==> src/rtl/omsp_ps2_ctrl.sv <==
// openMSP430 peripheral: PS/2 keyboard controller with an RX FIFO and a host-to-keyboard
// command sequencer. Define PS2_CTRL_RETRY_EN to resend a byte answered with 0xFE.
module omsp_ps2_ctrl #(
  parameter logic [14:0] BASE_ADDR       = 15'h00a8,
  parameter int unsigned DEC_WD          = 3,
  parameter int unsigned FIFO_DEPTH_LOG2 = 3,
  parameter logic [19:0] TIMEOUT_CYC     = 20'd200000,
  parameter int unsigned MAX_RETRY       = 2
) (
  input  logic        mclk,
  input  logic        puc_rst,
  input  logic [13:0] per_addr,
  input  logic [15:0] per_din,
  input  logic        per_en,
  input  logic [1:0]  per_we,
  output logic [15:0] per_dout,
  output logic        irq_ps2,
  input  logic [7:0]  kbd_rx_code,
  input  logic        kbd_rx_ready,
  output logic        kbd_rx_read,
  output logic [7:0]  kbd_tx_data,
  output logic        kbd_tx_write,
  input  logic        kbd_tx_ack,
  input  logic        kbd_tx_noack
);

  localparam int unsigned IW    = DEC_WD - 1;
  localparam int unsigned AW    = FIFO_DEPTH_LOG2;
  localparam int unsigned DEPTH = 1 << FIFO_DEPTH_LOG2;

  typedef enum logic [2:0] {StIdle, StSend, StWaitTx, StWaitAck, StDone, StFail} tx_state_e;

  // Bus decode
  logic          reg_sel, reg_wr, reg_rd;
  logic [IW-1:0] reg_idx;
  logic          status_wr, rxdata_rd, txcmd_wr, ctrl_wr;

  assign reg_sel   = per_en & (per_addr[13:IW] == BASE_ADDR[14:DEC_WD]);
  assign reg_idx   = per_addr[IW-1:0];
  assign reg_wr    = reg_sel & (|per_we);
  assign reg_rd    = reg_sel & ~(|per_we);
  assign status_wr = reg_wr & per_we[0] & (reg_idx == IW'(0));
  assign rxdata_rd = reg_rd & (reg_idx == IW'(1));
  assign txcmd_wr  = reg_wr & per_we[0] & (reg_idx == IW'(2));
  assign ctrl_wr   = reg_wr & per_we[0] & (reg_idx == IW'(3));

  logic [1:0] ctrl_q;

  always_ff @(posedge mclk or posedge puc_rst) begin
    if (puc_rst)      ctrl_q <= 2'b00;
    else if (ctrl_wr) ctrl_q <= per_din[1:0];
  end

  // RX handshake: one consume pulse per held byte; the byte is taken while the pulse is high.
  logic rx_read_q;

  always_ff @(posedge mclk or posedge puc_rst) begin
    if (puc_rst) rx_read_q <= 1'b0;
    else         rx_read_q <= kbd_rx_ready & ~rx_read_q;
  end

  assign kbd_rx_read = rx_read_q;

  tx_state_e state_q, state_d;
  logic      is_ack, is_resend, fsm_eat, push, push_ok, pop;

  assign is_ack    = (kbd_rx_code == 8'hFA);
  assign is_resend = (kbd_rx_code == 8'hFE);
  assign fsm_eat   = rx_read_q & (state_q == StWaitAck) & (is_ack | is_resend);
  assign push      = rx_read_q & ~fsm_eat;

  // RX FIFO
  logic [7:0]    fifo_mem [DEPTH];
  logic [AW-1:0] wr_ptr_q, rd_ptr_q;
  logic [AW:0]   count_q;
  logic          rx_nempty, rx_full, rx_ovf_q;
  logic [7:0]    rx_head;

  assign rx_nempty = (count_q != '0);
  assign rx_full   = (count_q == (AW+1)'(DEPTH));
  assign push_ok   = push & ~rx_full;
  assign pop       = rxdata_rd & rx_nempty;
  assign rx_head   = rx_nempty ? fifo_mem[rd_ptr_q] : 8'h00;

  always_ff @(posedge mclk or posedge puc_rst) begin
    if (puc_rst) begin
      wr_ptr_q <= '0;
      rd_ptr_q <= '0;
      count_q  <= '0;
      rx_ovf_q <= 1'b0;
    end else begin
      if (push_ok) wr_ptr_q <= wr_ptr_q + AW'(1);
      if (pop)     rd_ptr_q <= rd_ptr_q + AW'(1);
      if (push_ok && !pop)      count_q <= count_q + (AW+1)'(1);
      else if (!push_ok && pop) count_q <= count_q - (AW+1)'(1);
      if (push && rx_full)               rx_ovf_q <= 1'b1;
      else if (status_wr && per_din[2])  rx_ovf_q <= 1'b0;
    end
  end

  always_ff @(posedge mclk) begin
    if (push_ok) fifo_mem[wr_ptr_q] <= kbd_rx_code;
  end

  // TX sequencer
  logic [7:0]  cmd_q, cmd_d, arg_q, arg_d;
  logic        two_byte_q, two_byte_d, on_arg_q, on_arg_d;
  logic [19:0] timer_q, timer_d;
  logic        tx_busy_q, tx_busy_d, tx_done_q, tx_done_d, tx_err_q, tx_err_d;
`ifdef PS2_CTRL_RETRY_EN
  logic [7:0]  retry_q, retry_d;
`else
  logic        unused_max_retry;
  assign unused_max_retry = ^MAX_RETRY;
`endif

  always_comb begin
    state_d    = state_q;
    cmd_d      = cmd_q;
    arg_d      = arg_q;
    two_byte_d = two_byte_q;
    on_arg_d   = on_arg_q;
    timer_d    = timer_q;
    tx_busy_d  = tx_busy_q;
    tx_done_d  = tx_done_q;
    tx_err_d   = tx_err_q;
`ifdef PS2_CTRL_RETRY_EN
    retry_d    = retry_q;
`endif
    if (status_wr && per_din[4]) tx_done_d = 1'b0;
    if (status_wr && per_din[5]) tx_err_d  = 1'b0;
    unique case (state_q)
      StIdle: begin
        if (txcmd_wr) begin
          cmd_d      = per_din[7:0];
          arg_d      = per_din[15:8];
          two_byte_d = per_we[1];
          on_arg_d   = 1'b0;
          tx_busy_d  = 1'b1;
          tx_done_d  = 1'b0;
          tx_err_d   = 1'b0;
`ifdef PS2_CTRL_RETRY_EN
          retry_d    = '0;
`endif
          state_d    = StSend;
        end
      end
      StSend: state_d = StWaitTx;
      StWaitTx: begin
        if (kbd_tx_ack) begin
          timer_d = TIMEOUT_CYC;
          state_d = StWaitAck;
        end else if (kbd_tx_noack) begin
          state_d = StFail;
        end
      end
      StWaitAck: begin
        // A response byte wins over a timeout expiring in the same cycle.
        if (fsm_eat && is_ack) begin
          if (two_byte_q && !on_arg_q) begin
            on_arg_d = 1'b1;
`ifdef PS2_CTRL_RETRY_EN
            retry_d  = '0;
`endif
            state_d  = StSend;
          end else begin
            state_d  = StDone;
          end
        end else if (fsm_eat) begin
`ifdef PS2_CTRL_RETRY_EN
          if (32'(retry_q) >= MAX_RETRY) begin
            state_d = StFail;
          end else begin
            retry_d = retry_q + 8'd1;
            state_d = StSend;
          end
`else
          state_d = StFail;
`endif
        end else if (timer_q <= 20'd1) begin
          state_d = StFail;
        end else begin
          timer_d = timer_q - 20'd1;
        end
      end
      StDone: begin
        tx_done_d = 1'b1;
        tx_busy_d = 1'b0;
        state_d   = StIdle;
      end
      StFail: begin
        tx_err_d  = 1'b1;
        tx_busy_d = 1'b0;
        state_d   = StIdle;
      end
      default: state_d = StIdle;
    endcase
  end

  always_ff @(posedge mclk or posedge puc_rst) begin
    if (puc_rst) begin
      state_q    <= StIdle;
      cmd_q      <= 8'h00;
      arg_q      <= 8'h00;
      two_byte_q <= 1'b0;
      on_arg_q   <= 1'b0;
      timer_q    <= '0;
      tx_busy_q  <= 1'b0;
      tx_done_q  <= 1'b0;
      tx_err_q   <= 1'b0;
`ifdef PS2_CTRL_RETRY_EN
      retry_q    <= '0;
`endif
    end else begin
      state_q    <= state_d;
      cmd_q      <= cmd_d;
      arg_q      <= arg_d;
      two_byte_q <= two_byte_d;
      on_arg_q   <= on_arg_d;
      timer_q    <= timer_d;
      tx_busy_q  <= tx_busy_d;
      tx_done_q  <= tx_done_d;
      tx_err_q   <= tx_err_d;
`ifdef PS2_CTRL_RETRY_EN
      retry_q    <= retry_d;
`endif
    end
  end

  assign kbd_tx_write = (state_q == StSend);
  assign kbd_tx_data  = on_arg_q ? arg_q : cmd_q;

  assign irq_ps2 = (rx_nempty & ctrl_q[0]) | ((tx_done_q | tx_err_q) & ctrl_q[1]);

  always_comb begin
    per_dout = 16'h0000;
    if (reg_rd) begin
      case (reg_idx)
        IW'(0):  per_dout = {10'h000, tx_err_q, tx_done_q, tx_busy_q, rx_ovf_q, rx_full, rx_nempty};
        IW'(1):  per_dout = {8'h00, rx_head};
        IW'(3):  per_dout = {14'h0000, ctrl_q};
        default: per_dout = 16'h0000;
      endcase
    end
  end

endmodule
==> config.mk <==
export PLATFORM = sky130hd
export DESIGN_NAME = omsp_ps2_ctrl
export DESIGN_NICKNAME = d
export VERILOG_FILES = /design/src/rtl/omsp_ps2_ctrl.sv
export SDC_FILE = /design/constraint.sdc
export NUM_CORES = 1
export LEC_CHECK = 0
export CORE_ASPECT_RATIO = 0.8
export CORE_MARGIN = 2
export CORE_UTILIZATION = 30
export DETAILED_ROUTE_END_ITERATION = 10
export PLACE_DENSITY_LB_ADDON = 0.25
export SYNTH_ARGS = -nofsm -noshare
export SYNTH_HDL_FRONTEND = slang
export SYNTH_SLANG_ARGS = --single-unit
export TNS_END_PERCENT = 100
==> constraint.sdc <==
create_clock -name mclk -period 2.66 [get_ports mclk]
set_clock_uncertainty 0.15 [all_clocks]
set_input_delay 0.532 -clock mclk [delete_from_list [all_inputs] [get_ports mclk]]
set_output_delay 0.532 -clock mclk [all_outputs]
set_load 0.01 [all_outputs]
==> impl_metrics.env <==
export IMPL_timing_fmax_mhz=349.9
export IMPL_synth_top_cell_by_area="sky130_fd_sc_hd__edfxtp_1"
export IMPL_timing_setup_tns_ns=-1.092
export IMPL_power_switching_share=0.3031
export IMPL_grt_setup_unrepaired="true"
export IMPL_commonest_non_fill_non_tap_cell_in_the_layout="sky130_fd_sc_hd__buf_4"
export IMPL_synth_top_cells_by_area="sky130_fd_sc_hd__edfxtp_1, sky130_fd_sc_hd__dfrtp_1, sky130_fd_sc_hd__mux4_2"
export IMPL_drt_initial_drc_count=325
export IMPL_final_hold_violation_count=0
export IMPL_antenna_found_initial=1
export IMPL_clock_latency_on_the_worst_skew_pair_ns=0.42
export IMPL_setup_ws_ns=-0.1979
export IMPL_tightestPinTransition_ns=0.5883
export IMPL_ys_async_sr_fraction=0.4754
export IMPL_report_final_slew_viol_count=0
export IMPL_floorplan_initialDensity=0.3044
export IMPL_grtUsageTotal=0.1429
export IMPL_avgSynthCellArea_um2=13.30
export IMPL_cts_path_max_buffers=2
export IMPL_die_height_um=127.9
export IMPL_tritoncts="yes"
export IMPL_clk_pin_slew_ns=0.06
export IMPL_tritoncts_num_buffers=17
export IMPL_clock_power_share=0.362
export IMPL_leakagePower_uw=0.003140
export IMPL_setup_viol=8
export IMPL_drt_vias_per_instance=4.800
export IMPL_worst_r2r_path_depth=13
export IMPL_ys_seq_area_frac=0.5858
export IMPL_wirelength_um=13960
export IMPL_worst_r2r_setup_slack_ns=0.10
export IMPL_filler_cell_count=1763
export IMPL_timing_max_slew_rel_slack=0.6074
export IMPL_min_period_ns=2.858
export IMPL_synth_enable_flop_cells=64
export IMPL_most_frequent_cells_in_the_layout="sky130_fd_sc_hd__buf_4, sky130_fd_sc_hd__edfxtp_1, sky130_fd_sc_hd__dfrtp_1"
export IMPL_internal_power_uw=4388
export IMPL_clkSinkCount=122
export IMPL_floorplan_rows=45
export IMPL_hold_class="primary input to flop"
export IMPL_postLayoutCoreUtil=0.4241
export IMPL_synth_cell_type_count=62
export IMPL_gate_count_post_synth=433
export IMPL_power_net_switching_uw=1909
export IMPL_power_frac_comb=0.246
export IMPL_number_of_global_route_vias_before_repair=4089
export IMPL_via_count=4099
export IMPL_drive_above_1_share=0.3412
export IMPL_largest_net_degree_at_the_start_of_global_routing=59
export IMPL_critical_path_required_ns=1.98
export IMPL_cp_end_kind="output port"
export IMPL_grt_overflow_total=0
export IMPL_cts_root_buf="sky130_fd_sc_hd__clkbuf_16"
export IMPL_failed_checks="setup timing"
export IMPL_syn_area_mm2=0.005758
export IMPL_category_of_the_worst_setup_path_launch_point="flop"
export IMPL_floorplan_io_pins=73
export IMPL_worst_path_max_fanout=7
export IMPL_worstPathCellList="clkbuf_16 -> mux4_2 -> mux2_2 -> a22oi_2 -> nor2_1 -> buf_2"
export IMPL_vdd_drop_max_mv=0.4744
export IMPL_power_density_cell_area_mw_per_mm2=784.9
export IMPL_minimum_setup_slack_after_placement_ns=-0.8089
export IMPL_seqPwrFrac=0.392
export IMPL_netlist_area_leader_share=0.3338
export IMPL_max_capacitance_violation_total=0
export IMPL_flow_area_growth_from_synthesis_pct=39.33
export IMPL_worst_r2r_end="count_q[3]"
export IMPL_critPathArrivalTime_ns=2.18
export IMPL_finalNetCount=636
export IMPL_ant_nets=0
export IMPL_r2r_start="kbd_rx_read"
export IMPL_critPathMaxStageDelay_ns=0.50
export IMPL_grt_pass1_wl_um=22430
export IMPL_place_port_buffers=64
export IMPL_design_core_area_mm2=0.01892
export IMPL_cpMaxStageDelayCell="sky130_fd_sc_hd__mux4_2"
export IMPL_place_detailed_hpwl_um=9706
export IMPL_die_width_um=158.9
export IMPL_status="finished, violations left"
export IMPL_synth_seq_cells=122
export IMPL_finalCritPeriodShare=1.074
export IMPL_synthesis_yosys_warnings=0
export IMPL_timing_hold_worst_path_depth=1
export IMPL_wire_per_inst_um=16.35
export IMPL_whs_endpoint="fifo_mem[6][7]"
export IMPL_timing_hold_worst_start="kbd_rx_code[7]"
export IMPL_dieArea_mm2=0.02032
export IMPL_htree_num_levels=4
export IMPL_synth_ff_type="sky130_fd_sc_hd__edfxtp_1"
export IMPL_post_cts_hold_buffer_count=0
export IMPL_drt_pass1_iterations=4
export IMPL_criticalPathCategory="flop to output port"
export IMPL_gp_congestion=0.7992
export IMPL_route_detailed_drc=0
-- kinds of logic (layout without fill, tap and decap cells) --
kind of cell    Yosys count  after routing  share of synthesized area
simple gates            133            133                     0.1323
flops                   122            122                     0.5858
compound gates           66             66                    0.07562
mux                      58             58                     0.1432
buf+inv                  37            192                    0.03151
fa+ha+maj                 8              8                    0.01869
xor+xnor                  8              8                    0.01217
other cells               1              9                  0.0006513
-- through the flow --
step,total power [µW],area (µm²),instances,hold slack [ns]
2_1_floorplan,3341,5797,440,0.2964
3_3_place_gp,3918,7174,804,0.3188
3_5_place_dp,3954,7174,804,0.3321
4_1_cts,6304,7941,847,0.3302
5_1_grt,6645,8020,853,0.3452
6_report,6297,8023,854,0.3342
-- cells in the mapped netlist, drive strengths merged, types with 2 or more instances --
master / instances
nor3: 10
edfxtp: 64
nor2b: 6
xnor2: 6
inv: 9
o31ai: 9
nand4: 5
mux2i: 7
clkbuf: 13
nor3b: 4
nand2: 21
nor4b: 2
or3: 10
o211ai: 2
mux4: 16
o21ai: 18
buf: 15
xor2: 2
ha: 7
nor2: 29
o22ai: 2
a31oi: 5
mux2: 35
dfrtp: 58
or4: 10
nand2b: 3
a21o: 2
nor4: 10
a22oi: 5
or2: 3
and2: 4
nand3: 7
a21oi: 12
o41ai: 2
nand4b: 5
-- critical path, delay by kind of cell (launching register included) --
kind / cells / cell delay [ns]
AND/OR/NAND/NOR: 1 / 0.06
AO/OA/AOI/OAI: 1 / 0.17
buffers and inverters: 2 / 0.32
flip-flops: 1 / 0.41
multiplexers: 2 / 0.80
-- state kept, by name (all words and copies together), names as in the netlist, 2 cells and up --
signal    count
fifo_mem     64
state_q       3
count_q       4
ctrl_q        2
arg_q         8
timer_q      20
cmd_q         8
rd_ptr_q      3
wr_ptr_q      3
-- worst max-delay path by stage --
stage,slack (ns),cells past startpoint,end,from
after floorplan,-0.13,13,count_q[3],kbd_rx_code[0]
after global placement,-0.74,13,count_q[3],per_addr[4]
after detailed placement,-0.81,13,count_q[3],per_addr[9]
after CTS,-0.21,7,per_dout[0],rd_ptr_q[0]
after global routing,-0.27,7,per_dout[0],rd_ptr_q[0]
final,-0.20,6,per_dout[3],rd_ptr_q[0]
-- power groups by stage --
| stage | sequential, µW | combinational (µW) | clock [µW] |
|---|---|---|---|
| floorplan | 2460 | 877 | 0 |
| CTS | 2460 | 1520 | 2320 |
| global route | 2500 | 1730 | 2410 |
| detailed placement | 2490 | 1460 | 0 |
| finish | 2470 | 1550 | 2280 |
| global placement | 2480 | 1440 | 0 |
-- what timing repair did --
item	in CTS	in global routing
pin swaps	19	18
buffers inserted	11	5
setup endpoints to repair	19	34
gates resized for setup	84	15
gates cloned	0	1
-- cell type report --
cell class              instances  area, µm²  share of cell area
well taps                     258      322.8             0.04024
clock inverters                15      167.7             0.02090
diodes                          1      2.502           0.0003119
multi-input cells             281       2400              0.2991
flip-flops and latches        122       3376              0.4208
inverters                       9      38.79            0.004835
repair buffers                151       1290              0.1608
clock buffers                  17      425.4             0.05303
-- layer usage --
metal	share of wire	GRT usage
met1	0.48	0.1921
met2	0.46	0.2260
met3	0.043	0.03688
met4	0.011	0.05080
met5	0	0
No activity file was read; power rests on OpenSTA's default activity.
